File: config.mk
export PLATFORM = sky130hd
export DESIGN_NAME = dcache_load_align
export DESIGN_NICKNAME = d
export VERILOG_FILES = /design/src/rtl/dcache_load_align_pkg.sv /design/src/rtl/dcache_load_align_load_ext.sv /design/src/rtl/dcache_load_align.sv
export SDC_FILE = /design/constraint.sdc
export NUM_CORES = 1
export LEC_CHECK = 0
export ABC_AREA = 1
export BUFFER_PORTS_ARGS = -buffer_cell sky130_fd_sc_hd__buf_4
export CORE_UTILIZATION = 35
export DETAILED_ROUTE_END_ITERATION = 12
export SETUP_SLACK_MARGIN = 0.05
export SLEW_MARGIN = 25
export SYNTH_ARGS = -nofsm -noshare
export SYNTH_HDL_FRONTEND = slang
export SYNTH_HIERARCHICAL = 1
export SYNTH_SLANG_ARGS = --single-unit
File: constraint.sdc
create_clock -name clk -period 2.48 [get_ports clk]
set_input_delay 0 -clock clk [delete_from_list [all_inputs] [get_ports clk]]
set_output_delay 0 -clock clk [all_outputs]
set_load 0.1 [all_outputs]
File: src/rtl/dcache_load_align_pkg.sv
// Shared load-path definitions: LoadType encoding and the tracking-FIFO entry layout.
package dcache_load_align_pkg;

  localparam logic [1:0] LOADTYPE_LW = 2'b00;
  localparam logic [1:0] LOADTYPE_LH = 2'b01;
  localparam logic [1:0] LOADTYPE_LB = 2'b10;

  typedef struct packed {
    logic       ReadMem;
    logic [1:0] size;
    logic       sign;
  } LoadType;

  // One outstanding load; the discard flag lives in its own resettable register array.
  typedef struct packed {
    logic [1:0] addrLo;
    logic [1:0] size;
    logic       sign;
    logic [4:0] dest;
  } LoadEntry;

endpackage

File: src/rtl/dcache_load_align_load_ext.sv
// Combinational load extractor: selects byte/halfword from the returned word and extends it.
module dcache_load_align_load_ext
  import dcache_load_align_pkg::*;
(
  input  logic [31:0] rdata,
  input  logic [1:0]  addrLo,
  input  logic [1:0]  size,
  input  logic        sign,
  output logic [31:0] result
);

  logic [15:0] halfSel;
  logic [7:0]  byteSel;

  always_comb begin
    halfSel = addrLo[1] ? rdata[31:16] : rdata[15:0];
    byteSel = rdata[7:0];
    case (addrLo)
      2'b00:   byteSel = rdata[7:0];
      2'b01:   byteSel = rdata[15:8];
      2'b10:   byteSel = rdata[23:16];
      default: byteSel = rdata[31:24];
    endcase
  end

  always_comb begin
    result = 32'h0;
    case (size)
      LOADTYPE_LW: result = rdata;
      LOADTYPE_LH: result = {{16{sign & halfSel[15]}}, halfSel};
      LOADTYPE_LB: result = {{24{sign & byteSel[7]}}, byteSel};
      default:     result = 32'h0;
    endcase
  end

endmodule

File: src/rtl/dcache_load_align.sv
// Load-return alignment: in-order tracking FIFO of issued loads, extraction on DCache return,
// registered writeback result, and flush that discards in-flight loads without reordering.
module dcache_load_align
  import dcache_load_align_pkg::*;
#(
  parameter  int DEPTH = 2,
  localparam int PTR_W = $clog2(DEPTH)
) (
  input  logic             clk,
  input  logic             resetn,
  input  logic             req_valid,
  output logic             req_ready,
  input  logic [1:0]       req_addr_lo,
  input  logic [1:0]       req_size,
  input  logic             req_sign,
  input  logic [4:0]       req_dest,
  input  logic             rdata_ok,
  input  logic [31:0]      rdata,
  input  logic             flush,
  output logic             out_valid,
  output logic [31:0]      out_data,
  output logic [4:0]       out_dest,
  output logic [PTR_W:0]   pending_cnt,
  output logic             proto_err
);

  localparam logic [PTR_W:0]   FULL_CNT = (PTR_W + 1)'(DEPTH);
  localparam logic [PTR_W:0]   CNT_ONE  = (PTR_W + 1)'(1);
  localparam logic [PTR_W-1:0] PTR_ONE  = PTR_W'(1);

  logic [PTR_W:0]   countReg;
  logic [PTR_W-1:0] wptrReg;
  logic [PTR_W-1:0] rptrReg;
  LoadEntry         entryMem [DEPTH];
  logic [DEPTH-1:0] discardReg;

  logic        pushEn;
  logic        popEn;
  LoadEntry    rdEntry;
  logic        rdDiscard;
  logic [31:0] extResult;

  assign req_ready   = (countReg != FULL_CNT);
  assign pushEn      = req_valid && req_ready;
  assign popEn       = rdata_ok && (countReg != '0);
  assign pending_cnt = countReg;
  assign rdEntry     = entryMem[rptrReg];
  assign rdDiscard   = discardReg[rptrReg];

  always_ff @(posedge clk or negedge resetn) begin
    if (!resetn) begin
      countReg <= '0;
      wptrReg  <= '0;
      rptrReg  <= '0;
    end else begin
      if (pushEn) wptrReg <= wptrReg + PTR_ONE;
      if (popEn)  rptrReg <= rptrReg + PTR_ONE;
      case ({pushEn, popEn})
        2'b10:   countReg <= countReg + CNT_ONE;
        2'b01:   countReg <= countReg - CNT_ONE;
        default: countReg <= countReg;
      endcase
    end
  end

  // Payload needs no reset: an entry is only read after it has been written.
  always_ff @(posedge clk) begin
    if (pushEn) begin
      entryMem[wptrReg] <= '{addrLo: req_addr_lo, size: req_size,
                             sign: req_sign, dest: req_dest};
    end
  end

  // A push in the flush cycle lands with discard=1 since it takes the flush value.
  for (genvar gi = 0; gi < DEPTH; gi++) begin : g_discard
    always_ff @(posedge clk or negedge resetn) begin
      if (!resetn) begin
        discardReg[gi] <= 1'b0;
      end else if (pushEn && (wptrReg == PTR_W'(gi))) begin
        discardReg[gi] <= flush;
      end else if (flush) begin
        discardReg[gi] <= 1'b1;
      end
    end
  end

  always_ff @(posedge clk or negedge resetn) begin
    if (!resetn) begin
      proto_err <= 1'b0;
    end else if (rdata_ok && (countReg == '0)) begin
      proto_err <= 1'b1;
    end
  end

  dcache_load_align_load_ext u_loadExt (
    .rdata  (rdata),
    .addrLo (rdEntry.addrLo),
    .size   (rdEntry.size),
    .sign   (rdEntry.sign),
    .result (extResult)
  );

  always_ff @(posedge clk or negedge resetn) begin
    if (!resetn) begin
      out_valid <= 1'b0;
      out_data  <= 32'h0;
      out_dest  <= 5'h0;
    end else begin
      out_valid <= popEn && !rdDiscard && !flush;
      if (popEn) begin
        out_data <= extResult;
        out_dest <= rdEntry.dest;
      end
    end
  end

endmodule

==> run summary, run 1 <==
The flow ran to the end, and the final reports show no timing, DRC or antenna violations. For this design the total switching power over the nets is 4.00 mW. At the pin with the least slew margin, the transition time is 0.605 ns. Cell internal power was estimated by the tool at 3.11 mW. For this run, the top clock speed supported by timing is 479 MHz. 0 antenna diodes ended up in the layout.

The number of failing setup endpoints in the final timing report is 0. The floorplan has 36 rows. The initial antenna violation count was 0. The maximum clock skew at final layout is 0.00950 ns.

The share of total power in sequential cells came out at 23.6%. The switching fraction of total power is 56.2%. The number of synthesized register bits came out at 65.

Along the worst path, the maximum fanout reaches 24. For this run, the detailed router's first-pass iteration total came to 4. The total nets after synthesis came out at 474.

The category of the worst setup path launch point is a register. The final worst hold slack is 0.0140 ns. The area enclosed by the die boundary came out at 10,300 µm².

The final weighted congestion in routability-driven placement is 0.848. The data required time of the critical path is 2.77 ns. The cell sitting at the root of the clock tree is a clkbuf_8.

The proportion of layout cells with a drive suffix above 1 is 27.8%. Cells fill 49.3% of the core in the end. The static leakage power came out at 2.57 nW.

The via total after detailed routing is 3,172. The residual antenna-violating net count after detailed routing is 0. The via count of the first global-routing pass was 3,192. The number of cells upsized or downsized after cts came out at 0. The number of clock buffers added by TritonCTS is 9. In the finished design, the share of the clock period the worst path needs comes to 84.1%. The mean instance size in the synthesized netlist is 8.17 µm². The remaining global-route overflow is 0. The share of total power in the clock network is 14.5%. Clock tree synthesis found a total of 65 sinks. The power density relative to cell area came out at 1490 nW/µm².

The final standard cell area without fillers is 4770 µm². The combinational share of power came out at 61.9%. The mapped cell area came out at 3480 µm². The clock period minus worst slack came out at 2.09 ns. The number of vias per cell after detailed routing is 4.62. The number of I/O pins came out at 89.

The buffer depth of the longest clock path is 2. The sequential share of the synthesized area came out at 49.6%. The number of synthesis warnings came out at 6. The number of nets at the end of the flow is 596. The first global-routing pass estimated 15,200 µm of wire. In the synthesized netlist, the number of instances is 426. The number of design-rule violations left by the first detailed-router iteration is 177.

The worst setup path is of the register to register kind. The overall power of the completed layout came out at 7.11 mW. From left edge to right edge, the die measures 102 µm. Clock-pin slew was measured on the worst setup and hold paths at 0.08 ns.

The arrival time of the worst setup path came out at 2.38 ns. The starting density of the core is 35.9%. The TritonCTS clock tree is done. For the final routed database, the setup TNS stands at 0 ns. Clock latency on the worst-skew pair, taken at its later pin, is 0.35 ns.

The number of hold-slack violations in the final timing report came out at 0. The number of setup buffers added after CTS is 0. The final number of max-transition violations was 0. For this block, the routed nets add up to 9330 µm of wire.

The routed wirelength normalized by instance count is 13.6 µm. The met3 global-route usage came out at 4.28%. The number of port buffers came out at 88. The placed instances occupy a cell area of 4170 µm². The total core area came out at 9680 µm². The combined global-route utilization of all metal layers came out at 19.7%. The die is 102 µm tall. The post-route DRC violation count is 0. The maximum number of pins on one net before global-route repair came out at 46. The depth of the CTS H-tree came out at 3.

The worst slew slack as a fraction of its limit came out at 59.7%. Across the VDD grid, the largest voltage drop is 0.809 mV. STA classifies the critical path endpoint as a register. Setup repair after global routing left no endpoint under its margin. The wire-length estimate of the detail-placed layout is 6380 µm. The number of different library cells used by synthesis comes to 31. The met1 track demand over resource in global routing is 24.2%. The max-capacitance violation count is 0.

The min-delay analysis places its worst path in the category input pin to register. In this run the most used layer during global routing was met2. The area growth from synthesis to layout is 37.1%. The global routing usage on met2 came out at 33.1%.
==> layout make-up <==
cell class	count	area [µm²]
clock buffer	9	124
clock inverter	7	100
fill	964	4910
inverter	17	63.8
multi-input combinational	323	1510
sequential	65	1730
tap	133	166
timing repair buffer	132	1090
==> kinds of logic after synthesis <==
group	synth area share, %
AOI/OAI and AO/OA	2.52
buffers and inverters	7.22
xor gates and xnor gates	0.252
adders and majority gates	0.359
DFF	49.6
and+or+nand+nor	40.0
==> critical path: stages (launching register included) <==
cell     delay [ns]
dfrtp_1        0.46
inv_1          0.13
nand2_1        0.06
nand2_1        0.31
buf_4          0.25
nand2_2        0.07
nand3_2        0.10
nand3_4        0.33
nand3_1        0.18
nand2_1        0.07
nand2_1        0.07
==> metal layers <==
layer,vias to the layer above,share of wire [%]
li1,1583,-
met1,1482,43
met2,99,51
met3,8,5.5
met4,0,1.1
met5,-,0
==> path summary, 6_finish.rpt <==
kind / startpoint / to / slack, ns / depth (start not counted)
setup / recovery: rptrReg$_DFFE_PN0P_ / out_data[30]$_DFFE_PN0P_ / 0.39 / 10
hold / removal: rdata[16] / out_data[16]$_DFFE_PN0P_ / 0.01 / 5
setup reg to reg: rptrReg$_DFFE_PN0P_ / out_data[30]$_DFFE_PN0P_ / 0.39 / 10
hold reg to reg: proto_err$_DFFE_PN0P_ / proto_err$_DFFE_PN0P_ / 0.47 / 1
max in group asynchronous: resetn / out_data[25]$_DFFE_PN0P_ / 1.87 / 2
min in group asynchronous: resetn / out_data[2]$_DFFE_PN0P_ / 0.20 / 2
==> what timing repair did <==
item / 4_1_cts / 5_1_grt
endpoints found under the setup margin: 0 / 0
hold endpoints to repair: 95 / 0
hold buffers: 38 / 0
==> synthesized netlist by cell type (all sizes together) <==
library cell  instances  share of area, %
a22oi                 3              0.65
a31o                  1              0.25
and2                  1              0.18
buf                  17               5.0
clkbuf                4              0.43
dfrtp                45                32
edfxtp               20                17
ha                    1              0.36
inv                  17               1.8
nand2               255                28
nand3                41               9.5
nand4                 2              0.36
nor2                  7               1.3
o211ai                4              0.86
o21a                  1              0.22
o21ai                 3              0.54
or2                   3              0.54
xnor2                 1              0.25
==> stage by stage <==
stage          setup slack (ns)  std cells
6_report                  0.393        686
3_5_place_dp              0.379        632
4_1_cts                   0.346        686
3_3_place_gp              0.451        632
5_1_grt                  0.0987        686
2_1_floorplan             0.104        426
==> cells in the final DEF (no fill, tap or decap), types with 3 or more instances in the layout <==
master,n
nand2_1,247
buf_4,94
dfrtp_1,45
dlygate4sd3_1,38
edfxtp_1,20
nand3_2,20
nand3_1,19
inv_1,12
clkbuf_8,9
nand2_2,7
inv_2,5
o211ai_1,4
nor2_1,3
a22oi_1,3
or2_2,3
==> power by group through the flow <==
stage | Clock [mW] | Sequential [mW] | Combinational [mW]
2_1_floorplan | 0 | 3.46 | 1.79
3_5_place_dp | 0 | 1.70 | 4.38
6_report | 1.03 | 1.68 | 4.40
5_1_grt | 1.11 | 1.73 | 4.75
3_3_place_gp | 0 | 1.69 | 4.33
4_1_cts | 1.07 | 1.68 | 4.44
==> registers in the layout, indices dropped and copies added (netlist names) <==
| name | flops |
|---|---|
| proto_err | 1 |
| entryMem | 20 |
| discardReg | 2 |
| wptrReg | 1 |
| out_dest | 5 |
| out_valid | 1 |
| out_data | 32 |
| rptrReg | 1 |
| pending_cnt | 2 |
(Power assumes the default switching activity.)
==> run 2: changes to the inputs <==
--- a/config.mk
+++ b/config.mk
@@ -5,7 +5,7 @@
 export SDC_FILE = /design/constraint.sdc
 export NUM_CORES = 1
 export LEC_CHECK = 0
-export ABC_AREA = 1
+export ABC_AREA = 0
 export BUFFER_PORTS_ARGS = -buffer_cell sky130_fd_sc_hd__buf_4
 export CORE_UTILIZATION = 35
 export DETAILED_ROUTE_END_ITERATION = 12
==> constraint.sdc (replaced) <==
create_clock -name clk -period 2.1 [get_ports clk]
set_input_delay 0 -clock clk [delete_from_list [all_inputs] [get_ports clk]]
set_output_delay 0 -clock clk [all_outputs]
set_load 0.1 [all_outputs]
==> run summary, run 2 <==
The startpoint identified for the worst hold timing path is rdata[20]. The number of nets at the end of the flow is 406. The total half-perimeter wirelength after legalization and detailed placement came out at 5810 µm. In this design, the critical path's most frequently occurring cell is mux2_4.

The type of the worst min-delay path is input pin to register. The proportion of layout cells with a drive suffix above 1 is 49.0%. The number of hold-slack violations in the final timing report came out at 0. The number of buffer and inverter instances along the worst setup path came out at 0. The signal on the critical path passes through mux2_4, mux2_4, mux2_2, a221o_1, mux2_4.

The count of buffers added on input and output ports is 88. Setup repair after global routing could not meet its margin everywhere. The final number of max-transition violations came out at 0. The via total after detailed routing came out at 2,437. The die covers 9670 µm². The buffer depth of the longest clock path is 2. The routed length on met2 came out at 4000 µm. TritonCTS built the clock tree. The floorplan step set the die width to 98.3 µm. The cell taking the most area after synthesis is dfrtp_1. The post-route DRC violation count is 10. Leaving out fill and tap cells, the most frequent cells in the layout are buf_4, dfrtp_1, edfxtp_1. Counting instances in the post-synthesis netlist gives the leading cell types as dfrtp_1, mux2_1, edfxtp_1. The count of flip-flops with a built-in enable after synthesis came out at 20. Leaving out fill and tap cells, the most frequent cell in the layout is buf_4. The largest registers in the layout are out_data (32), entryMem (20), out_dest (5). The total nets after synthesis is 287. The checks that failed: design-rule violations, negative setup slack.

The worst setup path is captured at a register. The most frequently used cell type in the post-synthesis netlist is dfrtp_1. The biggest cell delay along the critical path came out at 0.44 ns.

The setup TNS came out at -0.0111 ns. The number of antenna diodes in the final layout is 0. Summing all non-filler instances in the final layout gives an area of 4720 µm². Yosys printed 6 warnings.

For the pin with the worst max-slew slack, the measured transition is 0.590 ns. The wire length of the first global-routing pass is 13,000 µm. The portion of the clock cycle consumed by the worst path in the final layout is 100%. Once layout is complete, the utilization of the core stands at 53.3%. Dividing the detail-routed wire length by the instance count gives 17.6 µm. The via count of the first global-routing pass is 2,555. The latest clock arrival within the worst-skew pair is 0.34 ns.

The number of detailed-route iterations in the first pass is 9. The maximum clock skew at final layout is 0.0109 ns. In this run the cell area measured after placement is 4180 µm². Setup violations remaining at the end of the flow were counted as 3. At the end of routability-driven placement, the weighted congestion stood at 0.775. The synthesized netlist occupies a cell area of 3250 µm².

The most critical setup path has its startpoint at rptrReg$_DFFE_PN0P_. The total overflow left after global routing is 0. The cell count after synthesis came out at 239. In the post-synthesis netlist, the biggest area contributors are dfrtp_1, edfxtp_1, mux2_1.

In the final routing, the length of wire on met1 measures 3730 µm. The run finished, with violations left. The register name with the most flops is out_data. The starting density of the core came out at 36.7%. The data required time of the critical path came out at 2.32 ns. The number of clock buffers inserted by TritonCTS is 9.

The slowest cell on the critical path is dfrtp_2. The share of the synthesized area in the top cell type came out at 34.7%. For this run, the top clock speed supported by timing is 474 MHz.

The clock transition at the registers of the reported paths is 0.08 ns. The total of fill cells in the finished design is 760. The area growth from synthesis to layout came out at 45.2%. The met3 wire length came out at 467 µm. The overall die height is 98.3 µm.

The maximum number of pins on one net before global-route repair came out at 46. The combined global-route utilization of all metal layers came out at 17.5%. After floorplanning, the core was divided into 34 placement rows. The fraction of synthesis flops using an asynchronous set or reset pin came out at 69.2%. The depth of the CTS H-tree is 3. The category of the most critical setup path is register to register. The netlist uses 42 different library cells. In this run the worst path has a maximum fanout of 4. After synthesis, the mean cell area works out to 13.6 µm².

The number of I/O pins came out at 89. The startpoint identified for the worst register-to-register timing path is rptrReg$_DFFE_PN0P_. The arrival time of the worst setup path came out at 2.33 ns. The top layer reached by signal wires is met4. The total core area is 8850 µm². The max-capacitance violation count is 0. Among all flip-flop cells after synthesis, the most frequent one is dfrtp_1. The number of vias per cell after detailed routing is 5.17. STA classifies the critical path startpoint as a register.

The worst slew slack as a fraction of its limit is 60.6%. Among cell families on the critical path, the largest total delay comes from multiplexers. The post-detailed-routing wire length is 8290 µm. The cell sitting at the root of the clock tree is a clkbuf_8. The initial antenna violation count is 0. The post-place setup slack came out at -0.152 ns.

The residual antenna-violating net count after detailed routing is 0. The number of design-rule violations left by the first detailed-router iteration came out at 87. The share of the Yosys chip area taken by registers is 53.2%.

The number of synthesized register bits came out at 65. The total number of clock tree sinks is 65. The number of flip-flops in the largest register is 32. Setup slack on the critical path of the routed design comes to -0.00845 ns. The clock period minus worst slack is 2.11 ns.
## run 2: cell types whose count changed after synthesis, sizes merged, moves of 7 or more
cell | before | now
inv | 17 | 4
mux2 | 0 | 41
mux2i | 0 | 17
a211o | 0 | 14
nand2 | 255 | 9
nand3 | 41 | 6
buf | 17 | 10
o21ai | 3 | 10
a21oi | 0 | 9
## run 2: layout make-up
class                      count  area (µm²)  area share, %
timing repair buffer         122        1030           21.8
tap                          108         135           2.87
clock buffer                  14         173           3.66
multi-input combinational    155        1570           33.4
inverter                       5        18.8          0.398
sequential                    65        1730           36.7
clock inverter                 2        60.1           1.27
## run 2: tightest hold or removal path, stage by stage
cell	delay (ns)
buf_4	0.09
a211o_2	0.11
mux2_2	0.12
## run 2: per-layer routing
metal,vias up,global-route usage (%)
li1,1141,-
met1,1208,22.2
met2,81,29.4
met3,7,4.01
met4,0,5.86
met5,-,0
## run 2: per-stage QoR
stage          std cells  hold slack (ns)
2_1_floorplan        239           -0.296
3_3_place_gp         436           0.0484
3_5_place_dp         436           0.0517
4_1_cts              469          0.00540
5_1_grt              471           0.0120
6_report             471           0.0126
## run 2: final timing paths
| check | to | slack (ns) | depth (start not counted) |
|---|---|---|---|
| setup / recovery | out_data[7]$_DFFE_PN0P_ | -0.008 | 5 |
| hold / removal | out_data[20]$_DFFE_PN0P_ | 0.01 | 3 |
| setup reg to reg | out_data[7]$_DFFE_PN0P_ | -0.008 | 5 |
| hold reg to reg | proto_err$_DFFE_PN0P_ | 0.46 | 1 |
| max in group asynchronous | pending_cnt[1]$_DFFE_PN0P_ | 1.44 | 2 |
| min in group asynchronous | out_data[1]$_DFFE_PN0P_ | 0.22 | 2 |
## run 2: kinds of logic after synthesis
family                     after synthesis  share of synthesized area, %
DFF                                     65                          53.2
buffers and inverters                   20                          3.28
xor gates and xnor gates                 5                          1.35
adders and majority gates                1                         0.385
and+or+nand+nor                         32                          5.51
muxes                                   62                          22.8
AOI/OAI and AO/OA                       54                          13.5
## run 2: timing repair
item	CTS	global route
endpoints found under the setup margin	23	26
setup buffers	3	0
cloned	0	2
endpoints found under the hold margin	70	0
hold buffers	14	0
pin swaps	3	7
resized for setup	8	17
Power of run 2 is left out: the tool's default activity adds up to more than one toggle a clock period on the data nets, which glitch-free logic cannot reach.
==> run 3: changes to the inputs <==
--- a/config.mk
+++ b/config.mk
@@ -7,8 +7,10 @@
 export LEC_CHECK = 0
 export ABC_AREA = 0
 export BUFFER_PORTS_ARGS = -buffer_cell sky130_fd_sc_hd__buf_4
+export CORE_ASPECT_RATIO = 1.75
 export CORE_UTILIZATION = 35
 export DETAILED_ROUTE_END_ITERATION = 12
+export RECOVER_POWER = 50
 export SETUP_SLACK_MARGIN = 0.05
 export SLEW_MARGIN = 25
 export SYNTH_ARGS = -nofsm -noshare
==> run summary, run 3 (synthesized netlist as in run 2, its figures left out) <==
The worst slew slack as a fraction of its limit came out at 21.4%. The depth of the CTS H-tree is 3. The fmax came out at 472 MHz.

The final number of max-transition violations is 0. The flow ran to the end, but the final reports show violations. The via total after detailed routing came out at 2,439. The number of vias per cell after detailed routing is 5.04. The post-detailed-routing wire length came out at 8200 µm. Compared with the post-synthesis result, the final layout area differs by 44.5%. Entering global routing, the biggest net connects 46 pins. The clock period minus worst slack is 2.12 ns. The worst-margin pin slew came out at 1.18 ns.

TritonCTS built the clock tree. Clock-pin slew was measured on the worst setup and hold paths at 0.05 ns. The max-capacitance violation count came out at 0. The category of the most critical setup path is register to register. Counting the fill cells in the layout gives 798. The area enclosed by the die boundary came out at 9680 µm². The final reports fail on negative setup slack. The wire length of the first global-routing pass is 13,000 µm. The number of flip-flops in the largest register is 32.

The path with the worst hold slack has its endpoint at out_data[6]$_DFFE_PN0P_. The worst register-to-register path ends at out_data[29]$_DFFE_PN0P_. The number of port buffers is 88. The type of the worst min-delay path is input pin to register. The worst hold path passes through 3 cells. The data required time of the critical path came out at 2.31 ns.

Along the worst path, the maximum fanout reaches 5. The final weighted congestion in routability-driven placement is 0.796. In the final layout, the share of cells above drive strength 1 is 45.9%. The number of clock buffers inserted by TritonCTS is 9. In the final design database the tool counted 407 nets. The initial antenna violation count is 0.

The floorplan step set the die height to 129 µm. The number of failing setup endpoints in the final timing report came out at 1. Ranked by flip-flop count, first place goes to out_data. The combined global-route utilization of all metal layers is 18.5%. Detailed placement finished with a half-perimeter wire length of 5870 µm. The total number of clock tree sinks is 65. The number of design-rule violations left by the first detailed-router iteration came out at 204. The detail route stage leaves a number of antenna-violating nets equal to 0. The launching point of the worst reg2reg path is rptrReg$_DFFE_PN0P_. The leading cell type in the layout, fill and taps excluded is buf_4. The starting density of the core came out at 35.9%. The number of antenna diodes came out at 0. The startpoint identified for the worst hold timing path is rdata[6]. The buffer depth of the longest clock path is 2.

The setup TNS is -0.0172 ns. The fraction of the core area covered by cells at the end of the flow came out at 51.9%. The number of detailed-route iterations in the first pass came out at 4. The number of hold-slack violations in the final timing report is 0. The number of cells traversed by the worst register-to-register path is 7. The worst setup path is captured at a register.

The smallest setup slack after layout is -0.0172 ns. The latest clock arrival within the worst-skew pair is 0.33 ns. 89 I/O pins were placed. The maximum clock skew at final layout is 0.00490 ns. The largest registers in the layout are out_data (32), entryMem (20), out_dest (5). In the layout the commonest cells are buf_4, dfrtp_1, edfxtp_1. The portion of the clock cycle consumed by the worst path in the final layout is 101%. The via count of the first global-routing pass came out at 2,598.

The worst setup path is launched from a register. The overall die width is 74.8 µm. The cell sitting at the root of the clock tree is a clkbuf_16. Setup repair after global routing could not meet its margin everywhere. In this run the core area contains 46 standard-cell rows.

The total core area is 9040 µm². Summed over all layers, the global routing overflow is 0. STA puts the critical path data arrival time at 2.33 ns.

After detailed routing, the number of remaining DRC violations is 0. The minimum setup slack among reg-to-reg paths came out at -0.02 ns. After detailed routing, the average wire length per cell comes to 16.9 µm.
## run 3: worst max path at each step
stage,from,endpoint,slack [ns]
after global placement,rptrReg$_DFFE_PN0P_,out_data[6]$_DFFE_PN0P_,-0.17
after detailed placement,rptrReg$_DFFE_PN0P_,out_data[29]$_DFFE_PN0P_,-0.14
final,rptrReg$_DFFE_PN0P_,out_data[29]$_DFFE_PN0P_,-0.02
after floorplan,rptrReg$_DFFE_PN0P_,out_data[18]$_DFFE_PN0P_,-0.16
after global routing,rptrReg$_DFFE_PN0P_,out_data[29]$_DFFE_PN0P_,-0.07
after CTS,rptrReg$_DFFE_PN0P_,out_data[21]$_DFFE_PN0P_,-0.02
## run 3: per-stage QoR
step	hold slack, ns	area [µm²]	std cells	setup slack [ns]
2_1_floorplan	-0.296	3340	239	-0.164
3_3_place_gp	0.0480	4150	448	-0.170
3_5_place_dp	0.0558	4160	448	-0.138
4_1_cts	0.0161	4680	483	-0.0191
5_1_grt	0.0355	4690	484	-0.0736
6_report	0.0251	4690	484	-0.0172
## run 3: what timing repair did
item                       4_1_cts  5_1_grt
gates cloned                     1        1
buffers inserted                 4        0
resized for setup                8       12
hold endpoints to repair        70        0
pin swaps                        2        9
setup endpoints to repair       21       31
hold buffers                    14        0
## run 3: final cells by class
class / count / area (µm²) / area share (%)
Sequential cell: 65 / 1730 / 36.8
Inverter: 5 / 18.8 / 0.400
Multi-Input combinational cell: 155 / 1530 / 32.6
Clock buffer: 9 / 225 / 4.80
Clock inverter: 7 / 95.1 / 2.03
Timing Repair Buffer: 123 / 947 / 20.2
Tap cell: 120 / 150 / 3.20
## run 3: critical path, stage by stage, from the launching register on
cell and delay (ns):
dfrtp_1 0.41, mux2_4 0.34, mux2_4 0.33, nand3b_4 0.09, a211oi_4 0.07, buf_6 0.14
a311o_2 0.35, mux2_4 0.27
## run 3: per-layer routing
metal  global-route usage, %  wire length (µm)
met5                       0                 0
met4                    7.10               180
met3                    4.28               390
met2                    34.2              4650
met1                    19.5              2980
Power of run 3 is left out for the same reason.
